[src/rtl/ip_codma_read_machine.sv]
// Read-side responder for the CODMA main machine: runs one burst read of 2, 4 or 8
// 32-bit beats on the system bus and gathers them into a 256-bit data register.
module ip_codma_read_machine #(
    parameter int TIMEOUT_CYCLES = 256,
    parameter int CNT_W          = 9
) (
    input  logic         clk_i,
    input  logic         reset_i,
    input  logic         need_read_i,
    input  logic [31:0]  reg_addr_i,
    input  logic [7:0]   reg_size_i,
    output logic         need_read_o,
    output logic [255:0] data_reg_o,
    output logic [1:0]   rd_state_o,
    output logic         rd_state_error_o,
    output logic         bus_req_o,
    output logic [31:0]  bus_addr_o,
    output logic [7:0]   bus_size_o,
    input  logic         bus_gnt_i,
    input  logic         bus_rvalid_i,
    input  logic [31:0]  bus_rdata_i,
    input  logic         bus_error_i
);

    // Handshake: need_read_i is a level sampled only in IDLE; need_read_o stays high
    // for the whole read and its falling edge (without an error pulse) marks
    // data_reg_o valid. On the bus, bus_req_o holds until bus_gnt_i is sampled in
    // REQUEST, after which every cycle with bus_rvalid_i high delivers one beat.

    typedef enum logic [1:0] {
        IDLE    = 2'd0,
        REQUEST = 2'd1,
        GRANTED = 2'd2,
        ERROR   = 2'd3
    } state_t;

    localparam logic [CNT_W-1:0] TMO_LAST = CNT_W'(TIMEOUT_CYCLES - 1);

    state_t           state;
    logic [2:0]       beat_cnt;
    logic [2:0]       last_beat;
    logic [CNT_W-1:0] tmo_cnt;

    logic             req_legal;
    logic [2:0]       req_last;
    logic             accept;
    logic             timeout_hit;

    always_comb begin
        req_legal = 1'b1;
        req_last  = 3'd0;
        case (reg_size_i)
            8'd3:    req_last = 3'd1;
            8'd8:    req_last = 3'd3;
            8'd9:    req_last = 3'd7;
            default: req_legal = 1'b0;
        endcase
    end

    assign accept      = need_read_i && !need_read_o;
    assign timeout_hit = (tmo_cnt == TMO_LAST);
    assign rd_state_o  = state;

    always_ff @(posedge clk_i) begin
        if (reset_i) begin
            state            <= IDLE;
            need_read_o      <= 1'b0;
            data_reg_o       <= '0;
            rd_state_error_o <= 1'b0;
            bus_req_o        <= 1'b0;
            bus_addr_o       <= '0;
            bus_size_o       <= '0;
            beat_cnt         <= '0;
            last_beat        <= '0;
            tmo_cnt          <= '0;
        end else begin
            rd_state_error_o <= 1'b0;
            case (state)
                IDLE: begin
                    if (accept) begin
                        bus_addr_o <= reg_addr_i;
                        bus_size_o <= reg_size_i;
                        last_beat  <= req_last;
                        data_reg_o <= '0;
                        beat_cnt   <= '0;
                        tmo_cnt    <= '0;
                        if (!req_legal || (reg_addr_i[1:0] != 2'b00)) begin
                            state            <= ERROR;
                            rd_state_error_o <= 1'b1;
                        end else begin
                            state       <= REQUEST;
                            need_read_o <= 1'b1;
                            bus_req_o   <= 1'b1;
                        end
                    end
                end

                REQUEST: begin
                    // A bus error outranks a grant seen in the same cycle.
                    if (bus_error_i || (!bus_gnt_i && timeout_hit)) begin
                        state            <= ERROR;
                        rd_state_error_o <= 1'b1;
                        need_read_o      <= 1'b0;
                        bus_req_o        <= 1'b0;
                    end else if (bus_gnt_i) begin
                        state     <= GRANTED;
                        bus_req_o <= 1'b0;
                        tmo_cnt   <= '0;
                    end else begin
                        tmo_cnt <= tmo_cnt + 1'b1;
                    end
                end

                GRANTED: begin
                    // An erroring beat is dropped, leaving earlier words untouched.
                    if (bus_error_i || (!bus_rvalid_i && timeout_hit)) begin
                        state            <= ERROR;
                        rd_state_error_o <= 1'b1;
                        need_read_o      <= 1'b0;
                        bus_req_o        <= 1'b0;
                    end else if (bus_rvalid_i) begin
                        data_reg_o[{beat_cnt, 5'b00000} +: 32] <= bus_rdata_i;
                        beat_cnt <= beat_cnt + 1'b1;
                        tmo_cnt  <= '0;
                        if (beat_cnt == last_beat) begin
                            state       <= IDLE;
                            need_read_o <= 1'b0;
                        end
                    end else begin
                        tmo_cnt <= tmo_cnt + 1'b1;
                    end
                end

                ERROR: begin
                    state <= IDLE;
                end

                default: begin
                    state <= IDLE;
                end
            endcase
        end
    end

endmodule

[config.mk]
export PLATFORM = sky130hd
export DESIGN_NAME = ip_codma_read_machine
export DESIGN_NICKNAME = d
export VERILOG_FILES = /design/src/rtl/ip_codma_read_machine.sv
export SDC_FILE = /design/constraint.sdc
export NUM_CORES = 1
export LEC_CHECK = 0
export BUFFER_PORTS_ARGS = -buffer_cell sky130_fd_sc_hd__buf_2
export CORE_MARGIN = 3
export CORE_UTILIZATION = 26
export CTS_CLUSTER_DIAMETER = 30
export CTS_CLUSTER_SIZE = 30
export DETAILED_ROUTE_END_ITERATION = 7
export MAX_ROUTING_LAYER = met4
export SYNTH_ARGS = -nofsm -noshare
export SYNTH_HDL_FRONTEND = slang
export SYNTH_SLANG_ARGS = --single-unit
export TNS_END_PERCENT = 100
[constraint.sdc]
create_clock -name clk_i -period 5.3 [get_ports clk_i]
set_input_delay 0.265 -clock clk_i [delete_from_list [all_inputs] [get_ports clk_i]]
set_output_delay 0.265 -clock clk_i [all_outputs]
set_load 0.03 [all_outputs]
==> impl_metrics.env <==
export IMPL_placed_cells=2173
export IMPL_maxCapViolations=0
export IMPL_cts_max_path_buffers=3
export IMPL_routed_wl_mm=47.1
export IMPL_drt_iter0_markers=753
export IMPL_fin_setup_tns_ns=0
export IMPL_drc=0
export IMPL_leakage_nw=7.21
export IMPL_r2r_start="beat_cnt[0]$_SDFFE_PP0P_"
export IMPL_ant_nets=0
export IMPL_power_density_mw_per_mm2=532
export IMPL_overflow=0
export IMPL_critPathArrivalTime_ns=3.98
export IMPL_fp_dieH_um=219
export IMPL_hold_depth=3
export IMPL_criticalPathCategory="reg -> reg"
export IMPL_start_util=0.265
export IMPL_h_tree_depth=3
export IMPL_die_w_um=219
export IMPL_fin_crit_ns=3.54
export IMPL_netlist_top_cell_by_area="dfxtp_1"
export IMPL_r2r_slack_ns=1.76
export IMPL_synth_top_area_frac=0.535
export IMPL_hold_path_endpoint="data_reg_o[189]$_SDFFE_PP0P_"
export IMPL_nets=1786
export IMPL_row_count=77
export IMPL_clk_pin_slew_ns=0.05
export IMPL_drt_pass1_iterations=5
export IMPL_start_kind="flop"
export IMPL_grt_pass1_vias=11400
export IMPL_synthArstFlopShare=0
export IMPL_die_area_sq_mm=0.0481
export IMPL_cts_sinks=316
export IMPL_finish_utilization=0.384
export IMPL_vias=11700
export IMPL_pin_count=379
export IMPL_dp_hpwl_mm=31.2
export IMPL_hold_slack_ns=0.0493
export IMPL_outcome="finished clean"
export IMPL_cts_made_buffers=76
export IMPL_ctsHoldBuffers=40
export IMPL_min_period_over_period=0.668
export IMPL_syn_inst=1327
export IMPL_fillCellCount=4448
export IMPL_min_delay_start="bus_rdata_i[29]"
export IMPL_layout_common_cells="377 x buf_2, 316 x dfxtp_1, 194 x nand2_1, 163 x nor2_1, 121 x a22oi_1"
export IMPL_avgRoutedWirePerCell_um=20.0
export IMPL_r2r_end="data_reg_o[42]$_SDFFE_PP0P_"
export IMPL_critPathCaptureType="flop"
export IMPL_setup_viol=0
export IMPL_grt_pass1_wl_mm=68.8
export IMPL_cts_tree="yes"
export IMPL_ys_ff_latch=316
export IMPL_worstHoldPathType="in -> reg"
export IMPL_syn_cell_area_sq_mm=0.0118
export IMPL_seq_area_sq_mm=0.00633
export IMPL_multi_input_area_sq_mm=0.00493
export IMPL_fin_cells=2352
export IMPL_ys_types=62
export IMPL_rsz0062_at_grt="no"
export IMPL_grt_start_max_net_pins=137
export IMPL_syn2layout_area_growth_pct=44.9
export IMPL_slew_violations=0
export IMPL_coreArea_sq_mm=0.0446
export IMPL_peakVddDrop_v=0.000334
export IMPL_syn_nets=1414
export IMPL_viasPerCell=4.96
export IMPL_final_layout_size_suffix_gt1_frac=0.322
export IMPL_globalplace_congestion=0.847
export IMPL_num_antenna_cells=0
export IMPL_antenna_found_initial=0
export IMPL_final_common_cell="buf_2"
export IMPL_worst_slew_pin_slew_ns=1.22
export IMPL_cts_setup_buffers=0
export IMPL_syn_area_per_cell_sq_um=8.91
export IMPL_finClkSkew_ns=0.0109
export IMPL_cts_root_buf="clkbuf_16"
export IMPL_cts_resized=0
export IMPL_finalHoldViolations=0
export IMPL_synth_area_leaders="dfxtp_1 54%, a22oi_1 7.7%, nand2_1 6.2%"
export IMPL_yosys_most_used_dff="dfxtp_1"
export IMPL_synth_edf_count=0
export IMPL_relSlewSlack=0.185
export IMPL_fmax_ghz=0.282
export IMPL_cp_max_fo=32
export IMPL_yosysWarnings=0
export IMPL_ff2ff_path_depth=8
export IMPL_track_usage=0.194
export IMPL_crit_required_ns=5.74
export IMPL_clk_latency_ns=0.60
export IMPL_port_buffers=378
export IMPL_synth_seq_area_share=0.535
registers in the layout (all words and copies together) (netlist names):
register / count
need_read_o: 1
rd_state_o: 2
last_beat: 3
bus_addr_o: 32
beat_cnt: 3
bus_req_o: 1
rd_state_error_o: 1
data_reg_o: 256
bus_size_o: 8
tmo_cnt: 9
critical path, cell delays in order, from the launching register on:
cell and delay (ns):
dfxtp_1 0.57, inv_1 0.09, ha_1 0.22, ha_1 0.46, nand2b_1 0.29, nor2_1 0.90, a21oi_4 0.46, a22oi_1 0.32
nor2_1 0.06
per-stage QoR:
stage          setup WS [ns]  cell area, sq um  total power [W]
3_5_place_dp            1.74             14000          0.00431
6_report                1.76             17100          0.00910
5_1_grt                 1.42             17100          0.00947
4_1_cts                 1.74             17100          0.00919
3_3_place_gp            1.91             14000          0.00428
2_1_floorplan           2.89             11800          0.00377
routing by layer:
metal	global-route usage	vias up	wire (um)
li1	-	5447	-
met1	0.233	5536	19800
met2	0.299	548	21500
met3	0.0604	130	4010
met4	0.0860	0	1860
met5	-	-	0
kinds of logic after synthesis:
family / share of synthesized area
adder cells (fa/ha/maj): 0.00953
AO/OA/AOI/OAI: 0.198
buffers and inverters: 0.0542
flip-flops: 0.535
XOR/XNOR: 0.00667
AND/OR/NAND/NOR: 0.197
layout make-up:
cell class              instances  share of cell area
clock inverters                45              0.0359
clock buffers                  94               0.121
multi-input cells             865               0.288
well taps                     592              0.0432
repair buffers                431               0.140
flip-flops and latches        316               0.369
inverters                       9             0.00197
how the worst max path moves through the flow:
stage                     slack, ns                            to                     start
after floorplan                2.89  data_reg_o[171]$_SDFFE_PP0P_  beat_cnt[0]$_SDFFE_PP0P_
after global placement         1.91  data_reg_o[152]$_SDFFE_PP0P_  beat_cnt[0]$_SDFFE_PP0P_
after detailed placement       1.74   data_reg_o[42]$_SDFFE_PP0P_  beat_cnt[0]$_SDFFE_PP0P_
after CTS                      1.74  data_reg_o[138]$_SDFFE_PP0P_  beat_cnt[0]$_SDFFE_PP0P_
after global routing           1.42   data_reg_o[35]$_SDFFE_PP0P_  beat_cnt[0]$_SDFFE_PP0P_
final                          1.76   data_reg_o[42]$_SDFFE_PP0P_  beat_cnt[0]$_SDFFE_PP0P_
where the power goes:
part	switching (W)	leakage, nW	internal (W)
clock	0.00153	1.27	0.00329
sequential	0.0000630	2.55	0.00248
combinational	0.00137	3.38	0.000373
total	0.00296	7.21	0.00614
synth_stat cells (all sizes together) (5+ instances only):
| cell type | number |
|---|---|
| a32o | 14 |
| a31o | 16 |
| clkbuf | 81 |
| nand4 | 62 |
| nand3 | 32 |
| nor2 | 168 |
| o2bb2ai | 13 |
| a22o | 11 |
| and3 | 6 |
| a21oi | 125 |
| o21ai | 15 |
| nor3 | 11 |
| dfxtp | 316 |
| or3 | 6 |
| buf | 56 |
| nand2 | 194 |
| ha | 9 |
| inv | 9 |
| nand2b | 6 |
| a22oi | 121 |
| xnor2 | 5 |
No activity file was read; power rests on OpenSTA's default activity.
